--- src/rtl/obstacle_wave_scheduler_if.sv ---
// Scheduler-side bundle between the random/bank sources and the obstacle slots.
// master drives game ticks, random value, level and slot releases; slave returns spawn controls.
interface obstacle_wave_scheduler_if #(
    parameter int NUM_SLOTS = 4
);
    logic                 game_en;
    logic [9:0]           rand_in;
    logic [7:0]           bank_level;
    logic [NUM_SLOTS-1:0] slot_done;
    logic [NUM_SLOTS-1:0] spawn;
    logic [9:0]           spawn_y;
    logic [9:0]           speed;
    logic [3:0]           wave;
    logic [NUM_SLOTS-1:0] slot_busy;
    logic                 stalled;

    modport master (
        output game_en, rand_in, bank_level, slot_done,
        input  spawn, spawn_y, speed, wave, slot_busy, stalled
    );

    modport slave (
        input  game_en, rand_in, bank_level, slot_done,
        output spawn, spawn_y, speed, wave, slot_busy, stalled
    );
endinterface

--- src/rtl/obstacle_wave_scheduler.sv ---
// Purpose: round-robin obstacle spawner whose interval and speed tighten with bank_level.
// Latency: spawn pulse 2 clks after the tick that exhausts the interval, when a slot is free.
// Backpressure: with every slot busy it holds in STALL and retries each clk until one frees.
module obstacle_wave_scheduler #(
    parameter int         NUM_SLOTS      = 4,
    parameter logic [9:0] SPAWN_INTERVAL = 10'd40,
    parameter logic [9:0] MIN_INTERVAL   = 10'd10,
    parameter logic [9:0] INTERVAL_STEP  = 10'd4,
    parameter logic [9:0] BASE_SPEED     = 10'd5,
    parameter logic [9:0] MAX_SPEED      = 10'd12,
    parameter int         LEVEL_SHIFT    = 3,
    parameter logic [9:0] Y_MIN          = 10'd50,
    parameter logic [9:0] Y_RANGE        = 10'd200
) (
    input  logic                      clk,
    input  logic                      rst,
    obstacle_wave_scheduler_if.slave  bus
);

    localparam int         PW = $clog2(NUM_SLOTS);
    localparam logic [PW:0] NS = NUM_SLOTS[PW:0];

    typedef enum logic [2:0] {IDLE, COUNT, SELECT, STALL, SPAWN} state_t;

    state_t               state;
    logic [9:0]           count;
    logic [PW-1:0]        rr_ptr;
    logic [PW-1:0]        slot_q;

    logic [7:0]           lvl_shifted;
    logic [3:0]           wave_nxt;
    logic [9:0]           speed_sum;
    logic [9:0]           speed_nxt;
    logic [13:0]          step_total;
    logic [9:0]           interval;
    logic [9:0]           r_ext;
    logic [9:0]           y_nxt;
    logic                 found;
    logic [PW-1:0]        sel_idx;
    logic [PW:0]          cand;
    logic [PW:0]          nxt_sum;
    logic [PW-1:0]        rr_nxt;
    logic [NUM_SLOTS-1:0] sel_onehot;
    logic [NUM_SLOTS-1:0] slot_onehot;
    logic [NUM_SLOTS-1:0] busy_nxt;

    assign lvl_shifted = bus.bank_level >> LEVEL_SHIFT;
    assign wave_nxt    = (lvl_shifted > 8'd15) ? 4'd15 : lvl_shifted[3:0];
    assign speed_sum   = BASE_SPEED + {6'd0, bus.wave};
    assign speed_nxt   = (speed_sum > MAX_SPEED) ? MAX_SPEED : speed_sum;

    // Compare before subtracting so a deep wave can never wrap the interval.
    assign step_total  = {4'd0, INTERVAL_STEP} * {10'd0, bus.wave};
    assign interval    = (step_total >= {4'd0, SPAWN_INTERVAL - MIN_INTERVAL}) ?
                         MIN_INTERVAL : (SPAWN_INTERVAL - step_total[9:0]);

    // Only the low byte of the random word feeds the Y fold; the mask drops the rest.
    assign r_ext = bus.rand_in & 10'h0FF;
    assign y_nxt = Y_MIN + ((r_ext >= Y_RANGE) ? (r_ext - Y_RANGE) : r_ext);

    // First free slot at or after rr_ptr, wrapping; uses the pre-release occupancy map.
    always_comb begin
        found   = 1'b0;
        sel_idx = '0;
        cand    = '0;
        for (int i = 0; i < NUM_SLOTS; i++) begin
            cand = {1'b0, rr_ptr} + i[PW:0];
            if (cand >= NS) begin
                cand = cand - NS;
            end
            if (!found && !bus.slot_busy[cand[PW-1:0]]) begin
                found   = 1'b1;
                sel_idx = cand[PW-1:0];
            end
        end
    end

    assign nxt_sum     = {1'b0, slot_q} + {{PW{1'b0}}, 1'b1};
    assign rr_nxt      = (nxt_sum >= NS) ? '0 : nxt_sum[PW-1:0];
    assign sel_onehot  = {{(NUM_SLOTS-1){1'b0}}, 1'b1} << sel_idx;
    assign slot_onehot = {{(NUM_SLOTS-1){1'b0}}, 1'b1} << slot_q;
    assign busy_nxt    = (bus.slot_busy & ~bus.slot_done) |
                         ((state == SPAWN) ? slot_onehot : '0);

    always_ff @(posedge clk or negedge rst) begin
        if (!rst) begin
            state         <= IDLE;
            count         <= '0;
            rr_ptr        <= '0;
            slot_q        <= '0;
            bus.spawn     <= '0;
            bus.spawn_y   <= Y_MIN;
            bus.speed     <= BASE_SPEED;
            bus.wave      <= '0;
            bus.slot_busy <= '0;
            bus.stalled   <= 1'b0;
        end else begin
            bus.wave      <= wave_nxt;
            bus.speed     <= speed_nxt;
            bus.slot_busy <= busy_nxt;
            bus.spawn     <= '0;
            case (state)
                IDLE: begin
                    if (bus.game_en) begin
                        count <= interval;
                        state <= COUNT;
                    end
                end
                COUNT: begin
                    if (bus.game_en) begin
                        if (count == 10'd1) begin
                            state <= SELECT;
                        end else begin
                            count <= count - 10'd1;
                        end
                    end
                end
                SELECT, STALL: begin
                    if (found) begin
                        slot_q      <= sel_idx;
                        bus.spawn   <= sel_onehot;
                        bus.spawn_y <= y_nxt;
                        bus.stalled <= 1'b0;
                        state       <= SPAWN;
                    end else begin
                        bus.stalled <= 1'b1;
                        state       <= STALL;
                    end
                end
                SPAWN: begin
                    rr_ptr      <= rr_nxt;
                    count       <= interval;
                    bus.stalled <= 1'b0;
                    state       <= COUNT;
                end
                default: state <= IDLE;
            endcase
        end
    end

endmodule

--- src/flat_wrapper.sv ---
// flat-port wrapper written by rule: the top's interface ports become plain ports
module obstacle_wave_scheduler_flat 
#(
    parameter int         NUM_SLOTS      = 4,
    parameter logic [9:0] SPAWN_INTERVAL = 10'd40,
    parameter logic [9:0] MIN_INTERVAL   = 10'd10,
    parameter logic [9:0] INTERVAL_STEP  = 10'd4,
    parameter logic [9:0] BASE_SPEED     = 10'd5,
    parameter logic [9:0] MAX_SPEED      = 10'd12,
    parameter int         LEVEL_SHIFT    = 3,
    parameter logic [9:0] Y_MIN          = 10'd50,
    parameter logic [9:0] Y_RANGE        = 10'd200
)
  (clk, rst, bus_game_en, bus_rand_in, bus_bank_level, bus_slot_done, bus_spawn, bus_spawn_y, bus_speed, bus_wave, bus_slot_busy, bus_stalled);
  obstacle_wave_scheduler_if #(.NUM_SLOTS(NUM_SLOTS)) bus_i ();
  input  logic clk;
  input  logic rst;
  input wire logic [$bits(bus_i.game_en)-1:0] bus_game_en;
  input wire logic [$bits(bus_i.rand_in)-1:0] bus_rand_in;
  input wire logic [$bits(bus_i.bank_level)-1:0] bus_bank_level;
  input wire logic [$bits(bus_i.slot_done)-1:0] bus_slot_done;
  output wire logic [$bits(bus_i.spawn)-1:0] bus_spawn;
  output wire logic [$bits(bus_i.spawn_y)-1:0] bus_spawn_y;
  output wire logic [$bits(bus_i.speed)-1:0] bus_speed;
  output wire logic [$bits(bus_i.wave)-1:0] bus_wave;
  output wire logic [$bits(bus_i.slot_busy)-1:0] bus_slot_busy;
  output wire logic [$bits(bus_i.stalled)-1:0] bus_stalled;
  assign bus_i.game_en = bus_game_en;
  assign bus_i.rand_in = bus_rand_in;
  assign bus_i.bank_level = bus_bank_level;
  assign bus_i.slot_done = bus_slot_done;
  assign bus_spawn = bus_i.spawn;
  assign bus_spawn_y = bus_i.spawn_y;
  assign bus_speed = bus_i.speed;
  assign bus_wave = bus_i.wave;
  assign bus_slot_busy = bus_i.slot_busy;
  assign bus_stalled = bus_i.stalled;
  obstacle_wave_scheduler #(.NUM_SLOTS(NUM_SLOTS), .SPAWN_INTERVAL(SPAWN_INTERVAL), .MIN_INTERVAL(MIN_INTERVAL), .INTERVAL_STEP(INTERVAL_STEP), .BASE_SPEED(BASE_SPEED), .MAX_SPEED(MAX_SPEED), .LEVEL_SHIFT(LEVEL_SHIFT), .Y_MIN(Y_MIN), .Y_RANGE(Y_RANGE)) u_core (.clk(clk), .rst(rst), .bus(bus_i));
endmodule
--- config.mk ---
export PLATFORM = sky130hd
export DESIGN_NAME = obstacle_wave_scheduler_flat
export DESIGN_NICKNAME = d
export VERILOG_FILES = /design/src/rtl/obstacle_wave_scheduler_if.sv /design/src/rtl/obstacle_wave_scheduler.sv /design/src/flat_wrapper.sv
export SDC_FILE = /design/constraint.sdc
export NUM_CORES = 1
export LEC_CHECK = 0
export BUFFER_PORTS_ARGS = -buffer_cell sky130_fd_sc_hd__buf_2
export CORE_UTILIZATION = 26
export CTS_CLUSTER_SIZE = 30
export DETAILED_ROUTE_END_ITERATION = 16
export MAX_ROUTING_LAYER = met4
export PLACE_DENSITY = 0.43
export SETUP_SLACK_MARGIN = 0.5
export SYNTH_ARGS = -nofsm -noshare
export SYNTH_HDL_FRONTEND = slang
export SYNTH_SLANG_ARGS = --single-unit
--- constraint.sdc ---
create_clock -name clk -period 4.35 [get_ports clk]
set_clock_uncertainty 0.1 [all_clocks]
set_input_delay 0.435 -clock clk [delete_from_list [all_inputs] [get_ports clk]]
set_output_delay 0.435 -clock clk [all_outputs]
set_load 0.005 [all_outputs]
==> run summary, run 1 <==
slowest cell on the critical path: or4_1
Buf+Inv Stages, Crit Path: 1
Worst path top cell family by delay: simple AND/OR/NAND/NOR gates
vias per inst: 4.61
number of synthesized flops with an enable pin: 0
dpl ws: 1.72 ns
count of endpoints failing hold in the final timing report: 0
post-route setup slack: 2.04 ns
via count: 2,031
largest net degree at the start of global routing: 46
Core Region: 9240 um^2
area of the multi-input gates: 1240 um^2
die outline width: 99.9 um
number of nets with antenna violations after routing: 0
Setup Fix Bufs, Post-CTS: 0
type of origin of the critical path: primary input
total standard cell area after synthesis: 2490 um^2
Root Buffer: clkbuf_8
number of antenna violations at the first check in global routing: 0
# fillers: 971
sequential cell area: 1130 um^2
transition time at the pin with the least slew margin: 1.21 ns
type of the worst min-delay path: primary input to async pin
shortest period the worst path allows: 2.31 ns
DR DRC count: 0
antenna diode count: 0
full die area: 9970 um^2
Boundary Pins: 58
part of the Yosys area used for sequential elements: 0.455
WL final: 5520 um
post-synthesis sequential element count: 45
DR pass1 iterations: 4
final weighted congestion in routability-driven placement: 0.764
kind of critical path: primary input to flip-flop
Final Max Slew Viols: 0
largest fanout on the critical path: 7
Total Nets Final: 346
final-report setup violation count: 0
reported max-cap violation count: 0
leading cell types in the layout, fill and taps excluded: 47 x buf_2, 40 x dfrtp_1, 29 x nand2_1
power per cell area: 439 nW/um^2
cell seen most often among critical-path stages: or4b_1
result of the run: completed
R2R cell count: 4
fraction of layout cells with a size suffix above 1: 0.240
initial DRC count: 69
data required time at the worst endpoint: 4.49 ns
per-instance average area after synthesis: 9.43 um^2
via count of the first global-routing pass: 1,998
Relative slew margins: 0.190
most common library cell in the layout ignoring fill and taps: buf_2
number of buffers added on ports: 47
first-pass GRT wire length: 9670 um
share of synthesized registers carrying an async set or reset: 1.00
sort of element at the end of the critical path: flip-flop
most frequently used flop master after synthesis: dfrtp_1
starting density of the core: 0.269
CTS Buf Count: 5
routed length per instance: 12.5 um
post-synthesis instance total: 264
clock tree from TritonCTS: yes
largest stage delay on the critical path: 0.59 ns
total negative slack for setup checks: 0 ns
number of distinct standard cells referenced by the synthesized netlist: 57
count of warnings emitted by yosys: 0
overall track demand over capacity in global routing: 0.123
maximum root-to-sink buffer count: 2
number of sinks handled by clock tree synthesis: 45
die height: 99.9 um
Reg clk slew, reported paths: 0.09 ns
Post-CTS Hold Fix Bufs: 0
area growth from synthesis to layout: 18.6%
VDD IR-drop max: 212 uV
arrival time of the worst setup path: 2.45 ns
site row count: 35
FMAX: 432 MHz
clock latency reported for the late side of the worst-skew pair: 0.30 ns
DPL Wire Length: 3970 um
number of levels in the clock H-tree: 2
final design utilization: 0.320
global route total overflow: 0
Resized cells post-CTS: 0
series of cell instances along the critical path: buf_2 > or4b_1 > or4_1 > a31oi_4 > or4b_1 > nand3_1
total stage count of the critical path: 6
share of the cycle needed by the critical path after routing: 0.532
setup repair after global routing missed its margin: false
Static Leakage: 1.33 nW
==> routing by layer <==
| metal | up-vias | GRT usage | wire (um) |
|---|---|---|---|
| met5 | - | - | 0 |
| met4 | 0 | 0.0238 | 31 |
| met3 | 5 | 0.0272 | 246 |
| met2 | 40 | 0.197 | 2620 |
| met1 | 970 | 0.161 | 2620 |
| li1 | 1016 | - | - |
==> logic make-up after synthesis <==
kind of cell	count (synthesis)	share of synthesized area
other	1	0.00151
flip-flops	45	0.455
AO/OA/AOI/OAI	66	0.175
multiplexers	4	0.0176
XOR/XNOR	8	0.0281
AND/OR/NAND/NOR	101	0.219
buffers and inverters	29	0.0543
adder cells (fa/ha/maj)	10	0.0503
==> report_power, final <==
| group | total (mW) | internal (mW) | leakage [nW] | switching [mW] |
|---|---|---|---|---|
| clock | 0.335 | 0.188 | 0.0585 | 0.148 |
| sequential | 0.615 | 0.530 | 0.553 | 0.0851 |
| combinational | 0.347 | 0.164 | 0.719 | 0.183 |
| total | 1.30 | 0.881 | 1.33 | 0.416 |
==> path summary, 6_finish.rpt <==
path	start	endpoint	slack [ns]
hold reg to reg	u_core.bus.spawn_y[0]	u_core.bus.spawn_y[0]	0.38
hold / removal	rst	u_core.bus.speed[1]	0.10
max in group asynchronous	rst	u_core.bus.spawn_y[9]	3.63
setup reg to reg	u_core.state[2]	u_core.count[2]	2.11
min in group clk	bus_slot_done[1]	u_core.bus.slot_busy[1]	0.21
setup / recovery	bus_rand_in[1]	u_core.bus.spawn_y[7]	2.04
==> area by class of cell <==
cell class,count,share of cell area
multi-input cells,195,0.420
flip-flops and latches,45,0.383
repair buffers,48,0.0822
well taps,129,0.0546
clock buffers,7,0.0292
inverters,16,0.0203
clock inverters,1,0.0102
==> registers in the layout, indices dropped and copies added (netlist names) <==
register              count
u_core.bus.spawn          4
u_core.rr_ptr             2
u_core.state              3
u_core.slot_q             2
u_core.count             10
u_core.bus.speed          5
u_core.bus.slot_busy      4
u_core.bus.wave           4
u_core.bus.stalled        1
u_core.bus.spawn_y       10
==> cells in the mapped netlist, drive strengths merged (2+ instances only) <==
master	instances	area, um^2
dfrtp	40	1000
nand2	29	109
o21ai	27	135
inv	15	56.3
nor2	13	48.8
a21oi	12	60.1
ha	10	125
clkbuf	7	26.3
nand2b	7	43.8
buf	6	48.8
nor2b	6	37.5
nor3	6	30.0
or2	6	37.5
xor2	6	52.6
dfstp	5	131
nand3	5	25.0
nand4	5	31.3
nor3b	5	37.5
or3	4	27.5
and2	3	20.0
mux2	3	33.8
nor4	3	18.8
a21o	2	15.0
a311oi	2	17.5
a31oi	2	27.5
nand4b	2	17.5
nor4b	2	17.5
o211ai	2	20.0
o22ai	2	12.5
o31a	2	17.5
o31ai	2	15.0
or4	2	15.0
or4b	2	20.0
xnor2	2	17.5
==> per-stage QoR <==
stage,hold slack (ns),instance area [um^2],instances,power [mW]
final,0.101,2950,441,1.30
after global routing,0.170,2950,441,1.41
after CTS,0.140,2950,441,1.32
after detailed placement,0.357,2840,433,0.973
after global placement,0.359,2840,433,0.973
after floorplan,0.0394,2510,269,0.840
(Power assumes the default switching activity.)
==> run 2: changes to the inputs <==
--- a/config.mk
+++ b/config.mk
@@ -5,12 +5,13 @@
 export SDC_FILE = /design/constraint.sdc
 export NUM_CORES = 1
 export LEC_CHECK = 0
+export ABC_AREA = 1
 export BUFFER_PORTS_ARGS = -buffer_cell sky130_fd_sc_hd__buf_2
 export CORE_UTILIZATION = 26
 export CTS_CLUSTER_SIZE = 30
 export DETAILED_ROUTE_END_ITERATION = 16
 export MAX_ROUTING_LAYER = met4
-export PLACE_DENSITY = 0.43
+export PLACE_DENSITY = 0.44
 export SETUP_SLACK_MARGIN = 0.5
 export SYNTH_ARGS = -nofsm -noshare
 export SYNTH_HDL_FRONTEND = slang
==> constraint.sdc (replaced) <==
create_clock -name clk -period 2.1 [get_ports clk]
set_clock_uncertainty 0.1 [all_clocks]
set_input_delay 0.21 -clock clk [delete_from_list [all_inputs] [get_ports clk]]
set_output_delay 0.21 -clock clk [all_outputs]
set_load 0.005 [all_outputs]
==> run 2 against run 1 <==
Against the previous run:
- die area grew 3.5%
- non-clock buffer count is 35 higher
- global-route usage up 0.16 points
- first-iteration DRC count grew 14%
- flip-flop and latch count is the same
- combinational power grew to 8.1 times the previous value
- critical path depth grew 6
- cell count increased by 24%
==> run summary, run 2 <==
DPL Wire Length: 4370 um (+10%)
Yosys top cell by area: dfrtp_1
cell seen most often among critical-path stages: nor2_4
per-instance average area after synthesis: 7.84 um^2 (-17%)
Total Nets Final: 450 (+30%)
count of endpoints failing hold in the final timing report: 0 (unchanged)
final-report setup violation count: 0 (unchanged)
leading cell types by total area after synthesis: dfrtp_1 39%, nand2_1 13%, o21ai_0 5.8%
total negative slack for setup checks: 0 ns (unchanged)
share of the cycle needed by the critical path after routing: 0.873
portion of synthesized cell area occupied by the leading cell type: 0.388 (-0.0140)
site row count: 35 (unchanged)
Root Buffer: clkbuf_8
slowest cell on the critical path: dfrtp_2
post-synthesis compound-gate area fraction: 0.113 (-0.0614)
type of origin of the critical path: flip-flop
Worst path top cell family by delay: simple AND/OR/NAND/NOR gates
source of the worst hold timing path: bus_bank_level[7]
adder-cell area share of the yosys netlist: 0.0485 (-0.00175)
via count of the first global-routing pass: 2,177 (+9.0%)
largest fanout on the critical path: 6 (-1)
largest stage delay on the critical path: 0.41 ns (-0.18 ns)
post-route setup slack: 0.266 ns (-1.77 ns)
first-pass GRT wire length: 9840 um (+1.8%)
DR pass1 iterations: 4 (unchanged)
sort of element at the end of the critical path: flip-flop
series of cell instances along the critical path: buf_6 > buf_12 > xnor2_4 > nor2_4 > nor2_4 > nand2_2 > nor2_4 > nand2_1 > nand2_2 > nand2_4 > nand2_4 > nor2_1
most frequently used flop master after synthesis: dfrtp_1
registers with the most flip-flops: u_core.bus.spawn_y: 10 flops, u_core.count: 10 flops, u_core.bus.speed: 5 flops
Core Region: 9420 um^2 (+1.9%)
full die area: 10,300 um^2 (+3.5%)
xor/xnor share of the synthesized area: 0.0267 (-0.00147)
terminus of the critical flop-to-flop path: u_core.bus.spawn[0]
setup repair after global routing missed its margin: true
number of buffers added on ports: 47 (unchanged)
shortest period the worst path allows: 1.83 ns
number of sinks handled by clock tree synthesis: 45 (unchanged)
result of the run: completed
worst reg2reg setup slack: 0.27 ns (-1.84 ns)
vias per inst: 4.32 (-6.3%)
worst hold path depth: 2
routed length per instance: 11.2 um (-11%)
VDD IR-drop max: 427 uV (+100%)
final cell area excluding filler cells: 3590 um^2 (+21%)
clock tree from TritonCTS: yes
leading cell types in the layout, fill and taps excluded: 82 x nand2_1, 48 x buf_2, 38 x dfrtp_1
initial DRC count: 79 (+14%)
Boundary Pins: 58 (unchanged)
area growth from synthesis to layout: 39.0%
number of levels in the clock H-tree: 2 (unchanged)
die outline width: 102 um (+1.8%)
number of synthesized flops with an enable pin: 0 (unchanged)
largest family of logic cells by synthesized area: simple AND/OR/NAND/NOR gates
total standard cell area after synthesis: 2580 um^2 (+3.6%)
data required time at the worst endpoint: 2.19 ns (-2.30 ns)
part of the Yosys area used for sequential elements: 0.439 (-0.0159)
Final Max Slew Viols: 0 (unchanged)
overall track demand over capacity in global routing: 0.125 (+0.00158)
dpl ws: 0.111 ns (-1.61 ns)
largest net degree at the start of global routing: 25 (-46%)
reported max-cap violation count: 0 (unchanged)
mux cell area share after synthesis: 0 (-0.0176)
via count: 2,352 (+16%)
Worst Hold Endpoint: u_core.bus.wave[0]
Post-synth top cells: 88 x nand2_1, 40 x dfrtp_1, 38 x inv_1
count of warnings emitted by yosys: 0 (unchanged)
fraction of layout cells with a size suffix above 1: 0.363 (+0.123)
maximum root-to-sink buffer count: 2 (unchanged)
number of distinct standard cells referenced by the synthesized netlist: 35 (-39%)
start of the worst register-to-register path: u_core.rr_ptr[0]
global route total overflow: 0 (unchanged)
post-synthesis instance total: 329 (+25%)
number of antenna violations at the first check in global routing: 0 (unchanged)
Static Leakage: 1.74 nW (+31%)
# fillers: 966 (-0.51%)
R2R cell count: 12 (+8)
Buf+Inv Stages, Crit Path: 2 (+1)
post-synthesis sequential element count: 45 (unchanged)
antenna diode count: 0 (unchanged)
kind of critical path: flip-flop to flip-flop
WL final: 6080 um (+10%)
final weighted congestion in routability-driven placement: 0.753 (-1.3%)
power per cell area: 1330 nW/um^2 (+200%)
arrival time of the worst setup path: 1.92 ns (-0.53 ns)
Simple-Gate Fraction of Synth Area: 0.281 (+0.0622)
CTS Buf Count: 5 (unchanged)
starting density of the core: 0.274 (+0.00455)
die height: 102 um (+1.8%)
FMAX: 545 MHz
most common library cell in the layout ignoring fill and taps: nand2_1
Area after DPL: 3050 um^2 (+7.6%)
Reg clk slew, reported paths: 0.09 ns (about the same)
type of the worst min-delay path: primary input to flip-flop
DR DRC count: 0 (unchanged)
share of synthesized registers carrying an async set or reset: 1.00 (unchanged)
library cell with the highest instance count after synthesis: nand2_1
number of nets with antenna violations after routing: 0 (unchanged)
clock latency reported for the late side of the worst-skew pair: 0.30 ns (about the same)
[run 2: changes by cell type in the layout (fill, tap and decap cells not counted), moves of 7 or more]
cell and change:
o21ai_2 +9, nand3_1 +11, buf_4 +15, inv_1 +20
nand2b_1 -7, a21oi_1 -8, o21ai_1 +9, nor2_1 +7
dlygate4sd3_1 +9, nor2_2 +8, nand2_2 +8, nand2_1 +53
[run 2: area by class of cell]
type / count / area (um^2) / share of cell area
Multi-Input combinational cell: 239 / 1430 / 0.399
Sequential cell: 45 / 1130 / 0.316
Timing Repair Buffer: 83 / 603 / 0.168
Inverter: 41 / 161 / 0.0450
Tap cell: 129 / 161 / 0.0450
Clock buffer: 6 / 82.6 / 0.0230
Clock inverter: 2 / 13.8 / 0.00384
[run 2: worst reg2reg max path, stage by stage (launching register included)]
cell and delay (ns):
dfrtp_2 0.41, buf_6 0.14, buf_12 0.13, xnor2_4 0.19
nor2_4 0.06, nor2_4 0.15, nand2_2 0.08, nor2_4 0.11
nand2_1 0.07, nand2_2 0.07, nand2_4 0.08, nand2_4 0.08
nor2_1 0.05
[run 2: stage by stage]
stage / hold WS, ns / cells / power [mW] / util
2_1_floorplan: -0.186 / 334 / 2.81 / -
3_3_place_gp: 0.116 / 510 / 3.45 / 0.324
3_5_place_dp: 0.124 / 510 / 3.46 / 0.324
4_1_cts: 0.0102 / 537 / 4.28 / 0.355
5_1_grt: 0.0274 / 545 / 5.20 / 0.381
6_report: 0.0235 / 545 / 4.78 / 0.381
[run 2: logic make-up after synthesis]
| group | Yosys count |
|---|---|
| other | 1 |
| adder cells (fa/ha/maj) | 10 |
| flip-flops | 45 |
| buffers and inverters | 50 |
| AND/OR/NAND/NOR | 163 |
| XOR/XNOR | 7 |
| AO/OA/AOI/OAI | 53 |
[run 2: power breakdown]
group	switching (mW)	internal [mW]	total [mW]
logic	1.53	1.29	2.81
registers	0.214	1.17	1.39
clock network	0.309	0.267	0.576
[run 2: worst max-delay path by stage]
stage,from,to,slack [ns],cells after the start
2_1_floorplan,u_core.rr_ptr[0],u_core.bus.spawn[2],0.44,10
3_3_place_gp,u_core.rr_ptr[0],u_core.bus.spawn[0],0.16,11
3_5_place_dp,u_core.rr_ptr[0],u_core.bus.spawn[0],0.11,11
4_1_cts,u_core.rr_ptr[0],u_core.bus.spawn[0],0.25,12
5_1_grt,u_core.rr_ptr[0],u_core.bus.spawn[0],0.18,12
6_report,u_core.rr_ptr[0],u_core.bus.spawn[0],0.27,12
[run 2: repair_timing]
action                                  in CTS  in global routing
gates cloned                                 0                  1
resized for setup                           13                 47
pin swaps                                    5                  9
hold buffers                                 9                  0
setup buffers                               10                  7
endpoints found under the setup margin      28                 31
endpoints found under the hold margin       48                  0
[run 2: per-layer routing]
metal,global-route usage,wire length (um),share of wire,vias to the layer above
met5,-,0,0,-
met4,0.0435,76,0.012,0
met3,0.0193,173,0.028,9
met2,0.194,2870,0.47,39
met1,0.165,2970,0.49,1091
li1,-,-,-,1213
